<file path="src/rtl/video_timing_detect.sv">
// Raster timing detector: measures active/total size and sync polarity of the decoded sync/DE stream.
// Latency: lock/unlock decided 2 clocks after the closing vsync active edge; sof_out 2 clocks after DE rise.
// Backpressure: none; free-running pixel-rate monitor, outputs are level status plus a one-cycle sof pulse.
module video_timing_detect #(
  parameter int CNT_W          = 12,
  parameter int STABLE_FRAMES  = 2,
  parameter int TIMEOUT_CYCLES = 16777215
) (
  input  logic             clk_1x_in,
  input  logic             reset_n_in,
  input  logic             hsync_in,
  input  logic             vsync_in,
  input  logic             de_in,
  output logic [CNT_W-1:0] active_width_out,
  output logic [CNT_W-1:0] active_height_out,
  output logic [CNT_W-1:0] total_width_out,
  output logic [CNT_W-1:0] total_height_out,
  output logic             hsync_pol_out,
  output logic             vsync_pol_out,
  output logic             locked_out,
  output logic             sof_out
);

  localparam int TO_W = $clog2(TIMEOUT_CYCLES + 1);

  localparam logic [1:0] ST_SEARCH  = 2'd0;
  localparam logic [1:0] ST_MEASURE = 2'd1;
  localparam logic [1:0] ST_LOCKED  = 2'd2;

  typedef struct packed {
    logic [CNT_W-1:0] aw;
    logic [CNT_W-1:0] ah;
    logic [CNT_W-1:0] tw;
    logic [CNT_W-1:0] th;
    logic             hpol;
    logic             vpol;
  } dims_t;

  function automatic logic [CNT_W-1:0] sat_inc(input logic [CNT_W-1:0] v);
    return (&v) ? v : v + CNT_W'(1);
  endfunction

  logic             hs_r_q, vs_r_q, de_r_q, hs_rr_q, vs_rr_q, de_rr_q;
  logic             hpol_q, hpol_d, vpol_q, vpol_d, saw_de_q, saw_de_d;
  logic [CNT_W-1:0] hcnt_q, hcnt_d, decnt_q, decnt_d, faw_q, faw_d;
  logic [CNT_W-1:0] tw_q, tw_d, ah_q, ah_d, th_q, th_d;
  logic             faw_vld_q, faw_vld_d, incons_q, incons_d;
  logic [TO_W-1:0]  fcnt_q, fcnt_d;
  logic [1:0]       state_q, state_d;
  logic [3:0]       match_q, match_d, match_n;
  dims_t            cand_q, cand_d, out_q, out_d, meas;
  logic             locked_q, locked_d, sof_q, sof_d;
  logic             de_rise, de_fall, hs_edge, vs_edge, first_de, timeout;
  logic             meas_ok, incons_close;
  logic [CNT_W-1:0] aw_close;

  // Input register and second delayed copy for edge detection.
  always_ff @(posedge clk_1x_in) begin
    if (!reset_n_in) begin
      {hs_r_q, vs_r_q, de_r_q, hs_rr_q, vs_rr_q, de_rr_q} <= '0;
    end else begin
      {hs_r_q, vs_r_q, de_r_q}    <= {hsync_in, vsync_in, de_in};
      {hs_rr_q, vs_rr_q, de_rr_q} <= {hs_r_q, vs_r_q, de_r_q};
    end
  end

  // Edges normalized to the active sync level, plus the values that close the current frame.
  always_comb begin
    de_rise      = de_r_q & ~de_rr_q;
    de_fall      = ~de_r_q & de_rr_q;
    hs_edge      = ~(hs_r_q ^ hpol_q) & (hs_rr_q ^ hpol_q);
    vs_edge      = ~(vs_r_q ^ vpol_q) & (vs_rr_q ^ vpol_q);
    // A DE rise coinciding with the vsync edge opens the new frame.
    first_de     = de_rise & (vs_edge | (ah_q == '0));
    timeout      = (fcnt_q == TO_W'(TIMEOUT_CYCLES));
    // A DE fall on the closing cycle still belongs to the frame being closed.
    aw_close     = (de_fall & ~faw_vld_q) ? decnt_q : faw_q;
    incons_close = incons_q | (de_fall & faw_vld_q & (decnt_q != faw_q));
    meas         = {aw_close, ah_q, tw_q, th_q, hpol_q, vpol_q};
    meas_ok      = ~incons_close & (ah_q != '0);
  end

  // Polarity capture, per-line and per-frame counters, frame cycle counter.
  always_comb begin
    hpol_d    = hpol_q;
    vpol_d    = vpol_q;
    hcnt_d    = de_rise ? CNT_W'(1) : sat_inc(hcnt_q);
    decnt_d   = de_rise ? CNT_W'(1) : (de_r_q ? sat_inc(decnt_q) : decnt_q);
    faw_d     = faw_q;
    faw_vld_d = faw_vld_q;
    incons_d  = incons_q;
    tw_d      = tw_q;
    ah_d      = ah_q;
    th_d      = th_q;
    fcnt_d    = (vs_edge | timeout) ? '0 : fcnt_q + TO_W'(1);
    // Syncs are inactive during active video, so the level seen at DE rise is the inactive one.
    if (de_rise) begin
      hpol_d = ~hs_r_q;
      vpol_d = ~vs_r_q;
    end
    if (vs_edge) begin
      ah_d      = de_rise ? CNT_W'(1) : '0;
      th_d      = hs_edge ? CNT_W'(1) : '0;
      tw_d      = '0;
      faw_d     = '0;
      faw_vld_d = 1'b0;
      incons_d  = 1'b0;
    end else begin
      if (de_rise) begin
        ah_d = sat_inc(ah_q);
        // The first DE rise spans vertical blanking, so only line-to-line spacing is kept.
        if (ah_q != '0) tw_d = hcnt_q;
      end
      if (hs_edge) th_d = sat_inc(th_q);
      if (de_fall) begin
        if (!faw_vld_q) begin
          faw_d     = decnt_q;
          faw_vld_d = 1'b1;
        end else if (decnt_q != faw_q) begin
          incons_d = 1'b1;
        end
      end
    end
  end

  // Lock state machine: candidate tracking, lock/unlock, timeout and start-of-frame pulse.
  always_comb begin
    state_d  = state_q;
    match_d  = match_q;
    cand_d   = cand_q;
    out_d    = out_q;
    locked_d = locked_q;
    saw_de_d = saw_de_q | de_rise;
    sof_d    = first_de & locked_q;
    match_n  = (meas_ok && (meas == cand_q)) ?
               ((match_q == 4'hF) ? match_q : match_q + 4'd1) : 4'd1;
    if (timeout) begin
      state_d  = ST_SEARCH;
      locked_d = 1'b0;
      saw_de_d = 1'b0;
    end else if (vs_edge) begin
      case (state_q)
        ST_SEARCH: begin
          if (saw_de_q) begin
            state_d = ST_MEASURE;
            cand_d  = '0;
            match_d = '0;
          end
        end
        ST_MEASURE: begin
          cand_d  = meas;
          match_d = match_n;
          if (meas_ok && (match_n >= 4'(STABLE_FRAMES))) begin
            out_d    = meas;
            locked_d = 1'b1;
            state_d  = ST_LOCKED;
          end
        end
        ST_LOCKED: begin
          // Outputs hold their last locked values while re-measuring.
          if (!(meas_ok && (meas == out_q))) begin
            locked_d = 1'b0;
            cand_d   = meas;
            match_d  = 4'd1;
            state_d  = ST_MEASURE;
          end
        end
        default: begin
          state_d  = ST_SEARCH;
          locked_d = 1'b0;
        end
      endcase
    end
  end

  // State register with synchronous active-low reset.
  always_ff @(posedge clk_1x_in) begin
    if (!reset_n_in) begin
      hpol_q    <= 1'b0;
      vpol_q    <= 1'b0;
      saw_de_q  <= 1'b0;
      hcnt_q    <= '0;
      decnt_q   <= '0;
      faw_q     <= '0;
      faw_vld_q <= 1'b0;
      incons_q  <= 1'b0;
      tw_q      <= '0;
      ah_q      <= '0;
      th_q      <= '0;
      fcnt_q    <= '0;
      state_q   <= ST_SEARCH;
      match_q   <= '0;
      cand_q    <= '0;
      out_q     <= '0;
      locked_q  <= 1'b0;
      sof_q     <= 1'b0;
    end else begin
      hpol_q    <= hpol_d;
      vpol_q    <= vpol_d;
      saw_de_q  <= saw_de_d;
      hcnt_q    <= hcnt_d;
      decnt_q   <= decnt_d;
      faw_q     <= faw_d;
      faw_vld_q <= faw_vld_d;
      incons_q  <= incons_d;
      tw_q      <= tw_d;
      ah_q      <= ah_d;
      th_q      <= th_d;
      fcnt_q    <= fcnt_d;
      state_q   <= state_d;
      match_q   <= match_d;
      cand_q    <= cand_d;
      out_q     <= out_d;
      locked_q  <= locked_d;
      sof_q     <= sof_d;
    end
  end

  assign active_width_out  = out_q.aw;
  assign active_height_out = out_q.ah;
  assign total_width_out   = out_q.tw;
  assign total_height_out  = out_q.th;
  assign hsync_pol_out     = out_q.hpol;
  assign vsync_pol_out     = out_q.vpol;
  assign locked_out        = locked_q;
  assign sof_out           = sof_q;

endmodule

</file>
<file path="config.mk">
export PLATFORM = sky130hd
export DESIGN_NAME = video_timing_detect
export DESIGN_NICKNAME = d
export VERILOG_FILES = /design/src/rtl/video_timing_detect.sv
export SDC_FILE = /design/constraint.sdc
export NUM_CORES = 1
export LEC_CHECK = 0
export CELL_PAD_IN_SITES_DETAIL_PLACEMENT = 1
export CELL_PAD_IN_SITES_GLOBAL_PLACEMENT = 2
export CORE_AREA = 2 2 169 171
export CTS_BUF_LIST = sky130_fd_sc_hd__clkbuf_4 sky130_fd_sc_hd__clkbuf_8 sky130_fd_sc_hd__clkbuf_16
export CTS_CLUSTER_SIZE = 30
export DETAILED_ROUTE_END_ITERATION = 8
export DIE_AREA = 0 0 171 173
export PLACE_DENSITY = 0.88
export SLEW_MARGIN = 20
export SYNTH_ARGS = -nofsm -noshare
export SYNTH_HDL_FRONTEND = slang
export SYNTH_SLANG_ARGS = --single-unit
export TNS_END_PERCENT = 5
</file>
<file path="constraint.sdc">
create_clock -name clk_1x_in -period 3.1 [get_ports clk_1x_in]
set_input_delay 0.465 -clock clk_1x_in [delete_from_list [all_inputs] [get_ports clk_1x_in]]
set_output_delay 0.465 -clock clk_1x_in [all_outputs]
set_load 0.02 [all_outputs]
</file>
# Word level (Yosys, flattened, before mapping)
# Cells that the tools add are included.
# Widths: inputs -> output; s select.
[word_totals] reg_bits=215 in_bits=5 out_inout_bits=52 elab_cells=145
[classes] add_sub_neg=6 order_cmp=1 n_eq_ne=14 muxes=29 n_bitwise=30 n_reduce_logical=29
[ops] op="$pmux 50 s3" count=1
[ops] op="$eq 50x50->1" count=2
[ops] op="$mux 50" count=2
[ops] op="$mux 12" count=7
[ops] op="$add 12x1->12 const B" count=4
[ops] op="$reduce_and 12->1" count=4
[ops] op="$add 24x1->24 const B" count=1
[ops] op="$eq 24x24->1 const B" count=1
[ops] op="$mux 4" count=4
[ops] op="$ne 2x2->1 const B" count=7
[ops] op="$logic_not 12->1" count=1
[ops] op="$ne 12x12->1" count=1
[ops] op="$not 1->1" count=12
[ops] op="$pmux 4 s3" count=1
[ops] op="$reduce_and 2->1" count=6
[ops] op="$reduce_and 4->1" count=3
[ops] op="$reduce_bool 12->1" count=1
[ops] op="$and 1x1->1" count=10
[ops] op="$mux 1" count=9
[ops] op="$reduce_or 2->1" count=4
[ops] op="$mux 2" count=3
[ops] op="$pmux 2 s3" count=1
[ops] op="$reduce_bool 2->1" count=3
[ops] op="$reduce_and 5->1" count=1
[ops] op="other kinds (12)" count=20

# Longest topological paths before layout
# Gate-level depths: netlist of run 1.
[logic_depth] depth_word=13 ltp_mapped=13 ltp_nobuf=9

# Worst setup path before layout of run 1
# Ideal clock, no wire load.
[synth_path] kind="reg-to-reg" start="register de_r_q" end="register out_q, in the netlist active_width_out[10]" setup_ns=0.070 t_arrival_ns=2.397 required_time_ns=3.030 path_slack_ns=0.633 path_stages_with_launch=13 path_buffers=4 period_less_slack_ns=2.467 cell_sequence="dfxtp_1 or3b_1 buf_4 buf_6 nor3_1 nor3_1 nor4_1 and4b_1 nand4b_1 buf_2 buf_6 or2_0 a21oi_1"
[synth_between] elab_chain_len=12 elab_cells_between_ends=15 cone_classes="1 x order compare; 1 x eq/ne; 2 x mux; 8 x bitwise; 3 x reduce/logical"
[synth_lines] item="start: declaration" line_no="43" rtl="logic hs_r_q, vs_r_q, de_r_q, hs_rr_q, vs_rr_q, de_rr_q;"
[synth_lines] item="start signal: assignment" line_no="62" rtl="{hs_r_q, vs_r_q, de_r_q} <= {hsync_in, vsync_in, de_in};"
[synth_lines] item="$not 1->1 *" line_no="70" rtl="de_fall = ~de_r_q & de_rr_q;"
[synth_lines] item="$and 1x1->1 *" line_no="70"
[synth_lines] item="branches (longest 10 deep; another with $ge 4x2->1)"
[synth_lines] item="end signal: assignment" line_no="213" rtl="out_q <= out_d;"
[synth_lines] item="end: declaration" line_no="51" rtl="dims_t cand_q, cand_d, out_q, out_d, meas;"
# Every way passes the cells marked *.
# A chain may end at the register's enable or synchronous reset.

# Worst setup path in the final report of run 1
[layout_path] start="register de_rr_q" end="register out_q, in the netlist total_height_out[0]"
[layout_between] elab_chain_len=11 elab_cells_between_ends=14 cone_classes="1 x order compare; 1 x eq/ne; 2 x mux; 7 x bitwise; 3 x reduce/logical"
[layout_lines] item="start: declaration" line_no="43"
[layout_lines] item="start signal: assignment" line_no="63" rtl="{hs_rr_q, vs_rr_q, de_rr_q} <= {hs_r_q, vs_r_q, de_r_q};"
[layout_lines] item="$and 1x1->1 *" line_no="70"
[layout_lines] item="branches (longest 8 deep; another with $ge 4x2->1)"
[layout_lines] item="$logic_and 1x1->1 *" line_no="153" rtl="if (meas_ok && (match_n >= 4'(STABLE_FRAMES))) begin"
[layout_lines] item="$reduce_and 4->1 (no line) *"
# Marks and branches as above.

==> impl_metrics.tcl, run 1 <==
set metrics [dict create \
    run_status "finished, final reports clean" \
    fp.dieH_um 173 \
    dominantRegCellSynth "sky130_fd_sc_hd__dfxtp_1" \
    worst_path_most_repeated_cell "sky130_fd_sc_hd__buf_6" \
    cp_slowest_stage_delay_ps 390 \
    buf_inv_on_cp 3 \
    hold_class "reg -> reg" \
    actual_slew_at_the_worst_max_slew_pin_ps 738 \
    avgSynthCellArea_sq_um 8.62 \
    critical_path_peak_fanout 21 \
    pre_cts_ws_ps 84.9 \
    h-tree-depth 1 \
    setup_viol 0 \
    relative_contribution_of_sequential_cells_to_total_power_pct 46.7 \
    timing.max_cap.violations 0 \
    synthesis.instances 1183 \
    skew_ps 14.0 \
    root_cell_of_the_clock_tree "sky130_fd_sc_hd__clkbuf_16" \
    tritoncts_clock_tree "yes" \
    min_path_cells 2 \
    path_clk_slew_ps 60 \
    power_density_mw_per_mm2 491 \
    place_hpwl_mm 20.7 \
    final_antenna_net_count 0 \
    postPlaceCellArea_sq_mm 0.0114 \
    drtIter0Drc 416 \
    netlist-cell-type-count 57 \
    placeableCoreArea_sq_mm 0.0276 \
    synth_async_sr_flop_share_pct 0 \
    initial_core_util_pct 36.9 \
    fmax_ghz 0.340 \
    layout-area-overhead-vs-synth_pct 20.3 \
    crit_path_cell_count 11 \
    synth_fp_nets 1199 \
    crit_family "simple AND/OR/NAND/NOR gates" \
    remaining_global_route_overflow 0 \
    power.total_mw 6.02 \
    gpl.final_weighted_congestion 0.807 \
    grt_start_max_net_pins 101 \
    max-slew-margin-rel_pct 50.2 \
    port_buffers 56 \
    min_period_ps 2940 \
    vias_per_cell 5.21 \
    worst_r2r_path_depth 11 \
    swShare_pct 23.3 \
    synth_top_area_share_pct 42.2 \
    clkLatencyLatePin_ps 540 \
    synthMostInstantiatedCell "sky130_fd_sc_hd__dfxtp_1" \
    routed_wl_mm 30.0 \
    detail_route.first_pass.iterations 4 \
    synth-warning-count 0 \
    final_slew_violations 0 \
    insertedDiodeCount 0 \
    switching_power_mw 1.40 \
    fp.dieW_um 171 \
    number_of_buffers_created_by_cts 25 \
    worst_setup_path_start_kind "register" \
    p_int_mw 4.61 \
    power.share.combinational_pct 4.4 \
    post-route-worst-setup-slack_ps 163 \
    synth_top_cells_by_area "sky130_fd_sc_hd__dfxtp_1 42%, sky130_fd_sc_hd__xor2_1 9.9%, sky130_fd_sc_hd__mux2i_1 7.4%" \
    timing_worst_setup_path_type "reg -> reg" \
    tritoncts_num_sinks 215 \
    detailroute.via_count 8496 \
    post_route_cells_drive_above_1_share_pct 10.1 \
    relative_contribution_of_the_clock_network_to_total_power_pct 49.0 \
    synth-edff-count 0 \
    clock_tree_buf_depth 3 \
    initial_antenna_violation_count 0 \
    wl_per_cell_um 18.4 \
    final_hold_viol_count 0 \
    drt_drc_violations_left 0 \
    grt_pass1_vias 8732 \
    setup.worst_path.end_class "register" \
    critical_path.cell_chain "or3b_1 -> buf_6 -> mux2i_4 -> xnor2_1 -> nor4_1 -> and4b_2 -> nand4b_1 -> buf_4 -> buf_6 -> mux2i_1 -> nor2_1" \
    cpMaxStageDelayCell "sky130_fd_sc_hd__or3b_1" \
    ir_worst_vdd_v 0.000413 \
    p_leak_nw 5.20 \
    period_share_pct 94.8 \
    wire_length_of_the_first_global_routing_pass_mm 47.7 \
    finalInstanceArea_sq_mm 0.0123 \
    fp.dieArea_sq_mm 0.0296 \
    fill_cells 3266 \
    critPathArrivalTime_ps 3340 \
    timing.critical_path.required_ps 3510 \
    synth_top_cells_by_count "215 x sky130_fd_sc_hd__dfxtp_1, 146 x sky130_fd_sc_hd__nor2_1, 115 x sky130_fd_sc_hd__xor2_1, 110 x sky130_fd_sc_hd__nand2_1, 81 x sky130_fd_sc_hd__nand3_1" \
    post_synth_instance_area_sq_mm 0.0102 \
    synth-seq-cells 215 \
    hold_buffer_count_at_cts 0 \
    synth.yosys.seq_area_share_pct 42.2 \
    finalNetCount 1253 \
    io_pins 57 \
    grt_use_total_pct 20.1 \
    yosys.area.top_type "sky130_fd_sc_hd__dfxtp_1" \
    fp-row-count 61 \
]
## cell families after synthesis
kind of cell	synth area share, %
adders and majority gates	1.35
xor gates and xnor gates	14.3
and+or+nand+nor	22.0
buffers and inverters	4.82
DFF	42.2
muxes	8.21
AOI/OAI and AO/OA	7.08
## final timing paths
| kind | start | to | slack, ps |
|---|---|---|---|
| min reg2reg | cand_q[33] | cand_q[33] | 460 |
| max reg2reg | de_rr_q | total_height_out[0] | 160 |
| max | de_rr_q | total_height_out[0] | 160 |
| min | cand_q[33] | cand_q[33] | 460 |
## layout make-up
cell class                      instances  area, sq um  share of cell area, %
Inverter                               24         91.3                  0.745
Multi-Input combinational cell        853         5440                   44.3
Tap cell                              378          473                   3.86
Clock buffer                           35          738                   6.02
Timing Repair Buffer                  118         1140                   9.28
Clock inverter                          8         82.6                  0.673
Sequential cell                       215         4310                   35.1
## tightest hold or removal path: stages, from the launching register on
cell	delay, ps
sky130_fd_sc_hd__dfxtp_1	310
sky130_fd_sc_hd__nand2_1	50
sky130_fd_sc_hd__a21oi_1	50
## through the flow
| stage | std cells | setup TNS, ps | hold slack [ps] | utilization, % |
|---|---|---|---|---|
| 3_5_place_dp | 1586 | 0 | 455 | 41.2 |
| 5_1_grt | 1631 | -40.5 | 482 | 44.4 |
| 4_1_cts | 1629 | 0 | 463 | 44.2 |
| 2_1_floorplan | 1183 | 0 | 442 | - |
| 3_3_place_gp | 1586 | 0 | 450 | 41.2 |
| 6_report | 1631 | 0 | 464 | 44.4 |
## what timing repair did
item,in CTS,in global routing
cloned,0,1
endpoints found under the setup margin,2,83
gates resized for setup,1,11
setup buffers,0,1
pin swaps,0,1
## per-layer routing
layer,share of wire (%),up-vias,track usage (%)
met3,4.9,45,2.68
met4,2.2,0,5.54
met2,47,146,33.2
li1,-,4113,-
met1,46,4192,27.4
met5,0,-,0
## power by group through the flow
stage	clock, mW	combinational (mW)	sequential, mW
3_5_place_dp	0	0.260	2.87
6_report	2.95	0.263	2.81
4_1_cts	3.02	0.263	2.81
2_1_floorplan	0	0.165	2.86
5_1_grt	3.14	0.285	2.81
3_3_place_gp	0	0.257	2.87
## state kept, by name (all words and copies together), names as in the netlist, 12 cells and up
name and flops:
cand_q 50, fcnt_q 24, active_height_out 12, active_width_out 12
ah_q 12, decnt_q 12, faw_q 12, hcnt_q 12
th_q 12, total_height_out 12, total_width_out 12, tw_q 12
## cell usage in the layout (no fill, tap or decap), types with 5 or more instances in the layout
master                            synthesis  layout
sky130_fd_sc_hd__a211oi_1                 5       5
sky130_fd_sc_hd__a21oi_1                 68      68
sky130_fd_sc_hd__and2_1                  11      10
sky130_fd_sc_hd__and3_1                  11      11
sky130_fd_sc_hd__buf_12                   0       7
sky130_fd_sc_hd__buf_4                    6      52
sky130_fd_sc_hd__clkbuf_16                0      26
sky130_fd_sc_hd__clkbuf_8                 0       6
sky130_fd_sc_hd__clkdlybuf4s50_1          0      56
sky130_fd_sc_hd__clkinv_2                 0       6
sky130_fd_sc_hd__dfxtp_1                215     214
sky130_fd_sc_hd__ha_1                    11      10
sky130_fd_sc_hd__inv_1                   24      23
sky130_fd_sc_hd__mux2i_1                 75      74
sky130_fd_sc_hd__nand2_1                110     109
sky130_fd_sc_hd__nand3_1                 81      81
sky130_fd_sc_hd__nand4_1                 27      27
sky130_fd_sc_hd__nor2_1                 146     146
sky130_fd_sc_hd__nor2b_1                 15      15
sky130_fd_sc_hd__nor3_1                  17      17
sky130_fd_sc_hd__nor4_1                  31      29
sky130_fd_sc_hd__o21ai_0                 14      14
sky130_fd_sc_hd__xnor2_1                 51      51
sky130_fd_sc_hd__xor2_1                 115     115
(Power assumes the default switching activity.)
==> run 2, diff against run 1 <==
Settings changed: REMOVE_ABC_BUFFERS from default to 1.
==> run 2 against run 1 <==
Net effect: worst hold slack is essentially flat; count of clock-buffer cells in the layout grew 1; die area is the same; global-route usage shrank 0.27 points; largest cell class unchanged; clock power is essentially flat; core utilization shrank 0.39 points; critical path depth shrank 1; cell count grew 0.12%; combinational power shrank 6%; highest routed layer unchanged; total power shrank 0.62%; maximum frequency grew 0.21%; largest power group unchanged.
==> impl_metrics.tcl, run 2 (same netlist as run 1, synthesis figures left out) <==
set metrics [dict create \
    reg2reg_setup_slack_ps 170 \
    tritoncts_clock_tree "yes" \
    grt_pass1_vias 8715 \
    fmax_ghz 0.341 \
    mostFrequentLayoutCells "215 x sky130_fd_sc_hd__dfxtp_1, 146 x sky130_fd_sc_hd__nor2_1, 115 x sky130_fd_sc_hd__xor2_1" \
    switching_power_mw 1.37 \
    initial_core_util_pct 36.9 \
    grt_use_total_pct 19.8 \
    buf_inv_on_cp 2 \
    fp.dieArea_sq_mm 0.0296 \
    max-slew-margin-rel_pct 48.2 \
    io_pins 57 \
    hold_class "reg -> reg" \
    path_clk_slew_ps 60 \
    power.share.combinational_pct 4.2 \
    grt_start_max_net_pins 45 \
    critPathLaunch "ah_q[0]" \
    registers.top_by_ff_count "cand_q" \
    crit_family "simple AND/OR/NAND/NOR gates" \
    place_hpwl_mm 21.0 \
    gpl.final_weighted_congestion 0.829 \
    tns_ps 0 \
    setup.worst_path.end_class "register" \
    cp_slowest_stage_delay_ps 470 \
    final_hold_viol_count 0 \
    critPathArrivalTime_ps 3330 \
    layout-area-overhead-vs-synth_pct 19.3 \
    cts_resized 0 \
    timing_worst_setup_path_type "reg -> reg" \
    port_buffers 56 \
    period_share_pct 94.6 \
    cpMaxStageDelayCell "sky130_fd_sc_hd__buf_4" \
    clock_tree_buf_depth 3 \
    routed_wl_mm 29.1 \
    relative_contribution_of_sequential_cells_to_total_power_pct 47.0 \
    ir_worst_vdd_v 0.000356 \
    number_of_buffers_created_by_cts 25 \
    timing.rr.end "total_height_out[6]" \
    final_slew_violations 0 \
    drt_drc_violations_left 0 \
    root_cell_of_the_clock_tree "sky130_fd_sc_hd__clkbuf_16" \
    power_density_mw_per_mm2 492 \
    detail_route.first_pass.iterations 6 \
    initial_antenna_violation_count 0 \
    detailroute.via_count 8386 \
    drtIter0Drc 355 \
    setup_repair_after_global_routing_missed_its_margin "false" \
    insertedDiodeCount 0 \
    final_antenna_net_count 0 \
    remaining_global_route_overflow 0 \
    min_path_cells 2 \
    post_route_cells_drive_above_1_share_pct 9.80 \
    timing.max_cap.violations 0 \
    hold_buffer_count_at_cts 0 \
    final_core_util_pct 44.0 \
    wire_length_of_the_first_global_routing_pass_mm 47.2 \
    mostFrequentLayoutCell "sky130_fd_sc_hd__dfxtp_1" \
    swShare_pct 22.9 \
    run_status "finished, final reports clean" \
    finalNetCount 1252 \
    placeableCoreArea_sq_mm 0.0276 \
    critical_path.cell_chain "inv_1 -> ha_1 -> nor4b_1 -> nand3_1 -> o21ai_0 -> and4b_1 -> nand4b_1 -> buf_4 -> mux2i_1 -> nor2_1" \
    wl_per_cell_um 17.8 \
    p_leak_nw 5.17 \
    whs_endpoint "cand_q[27]" \
    h-tree-depth 1 \
    actual_slew_at_the_worst_max_slew_pin_ps 777 \
    fp.dieW_um 171 \
    crit-reg2reg-launch "ah_q[0]" \
    skew_ps 20.4 \
    min_from "cand_q[27]" \
    cts.repair_timing.setup_buffer_count 0 \
    reg_top3 "cand_q x50, fcnt_q x24" \
    critical_path_peak_fanout 29 \
    vias_per_cell 5.14 \
    p_int_mw 4.61 \
    clkLatencyLatePin_ps 530 \
    largest_register_ffs 50 \
    tritoncts_num_sinks 215 \
    power.total_mw 5.98 \
    timing.critical_path.required_ps 3500 \
    worst_setup_path_start_kind "register" \
    fp-row-count 61 \
    worst_r2r_path_depth 10 \
    min_period_ps 2930 \
    relative_contribution_of_the_clock_network_to_total_power_pct 48.9 \
    fp.dieH_um 173 \
    setup_viol 0 \
]
[run 2: area by class of cell]
class / instances / area, sq um
inverter: 24 / 91.3
fill: 3243 / 15500
sequential: 215 / 4300
clock buffer: 36 / 739
multi-input combinational: 853 / 5410
clock inverter: 10 / 85.1
tap: 378 / 473
timing repair buffer: 117 / 1060
[run 2: worst max path at each step]
| stage | endpoint | slack (ps) | depth (start not counted) |
|---|---|---|---|
| final | total_height_out[6] | 170 | 10 |
| after global routing | active_width_out[10] | 2 | 10 |
| after CTS | total_height_out[6] | 190 | 10 |
| after detailed placement | total_height_out[6] | 210 | 10 |
| after global placement | active_height_out[9] | 260 | 10 |
| after floorplan | active_width_out[10] | -2050 | 8 |
[run 2: stage by stage]
stage	instances	hold slack, ps	worst slack, ps	area (sq um)
after floorplan	1092	442	-2050	9790
after detailed placement	1587	456	212	11300
final	1633	464	169	12200
after CTS	1633	464	186	12200
after global routing	1633	479	1.77	12200
after global placement	1587	449	261	11300
[run 2: power by group through the flow]
stage               sequential (mW)  combinational [mW]  clock [mW]
floorplan                      2.87               0.134           0
global placement               2.87               0.245           0
detailed placement             2.87               0.248           0
CTS                            2.81               0.250        3.01
global route                   2.81               0.272        3.11
finish                         2.81               0.248        2.92
[run 2: metal layers]
| layer | vias to the layer above | GRT usage (%) | share of wire (%) |
|---|---|---|---|
| met4 | 0 | 5.23 | 2.5 |
| met1 | 4102 | 26.1 | 45 |
| met5 | - | 0 | 0 |
| li1 | 4108 | - | - |
| met2 | 134 | 33.8 | 49 |
| met3 | 42 | 2.86 | 3.3 |
[run 2: worst register-to-register path: stages (launching register included)]
cell	delay (ps)
sky130_fd_sc_hd__dfxtp_1	410
sky130_fd_sc_hd__inv_1	120
sky130_fd_sc_hd__ha_1	140
sky130_fd_sc_hd__nor4b_1	410
sky130_fd_sc_hd__nand3_1	250
sky130_fd_sc_hd__o21ai_0	240
sky130_fd_sc_hd__and4b_1	270
sky130_fd_sc_hd__nand4b_1	120
sky130_fd_sc_hd__buf_4	470
sky130_fd_sc_hd__mux2i_1	310
sky130_fd_sc_hd__nor2_1	70
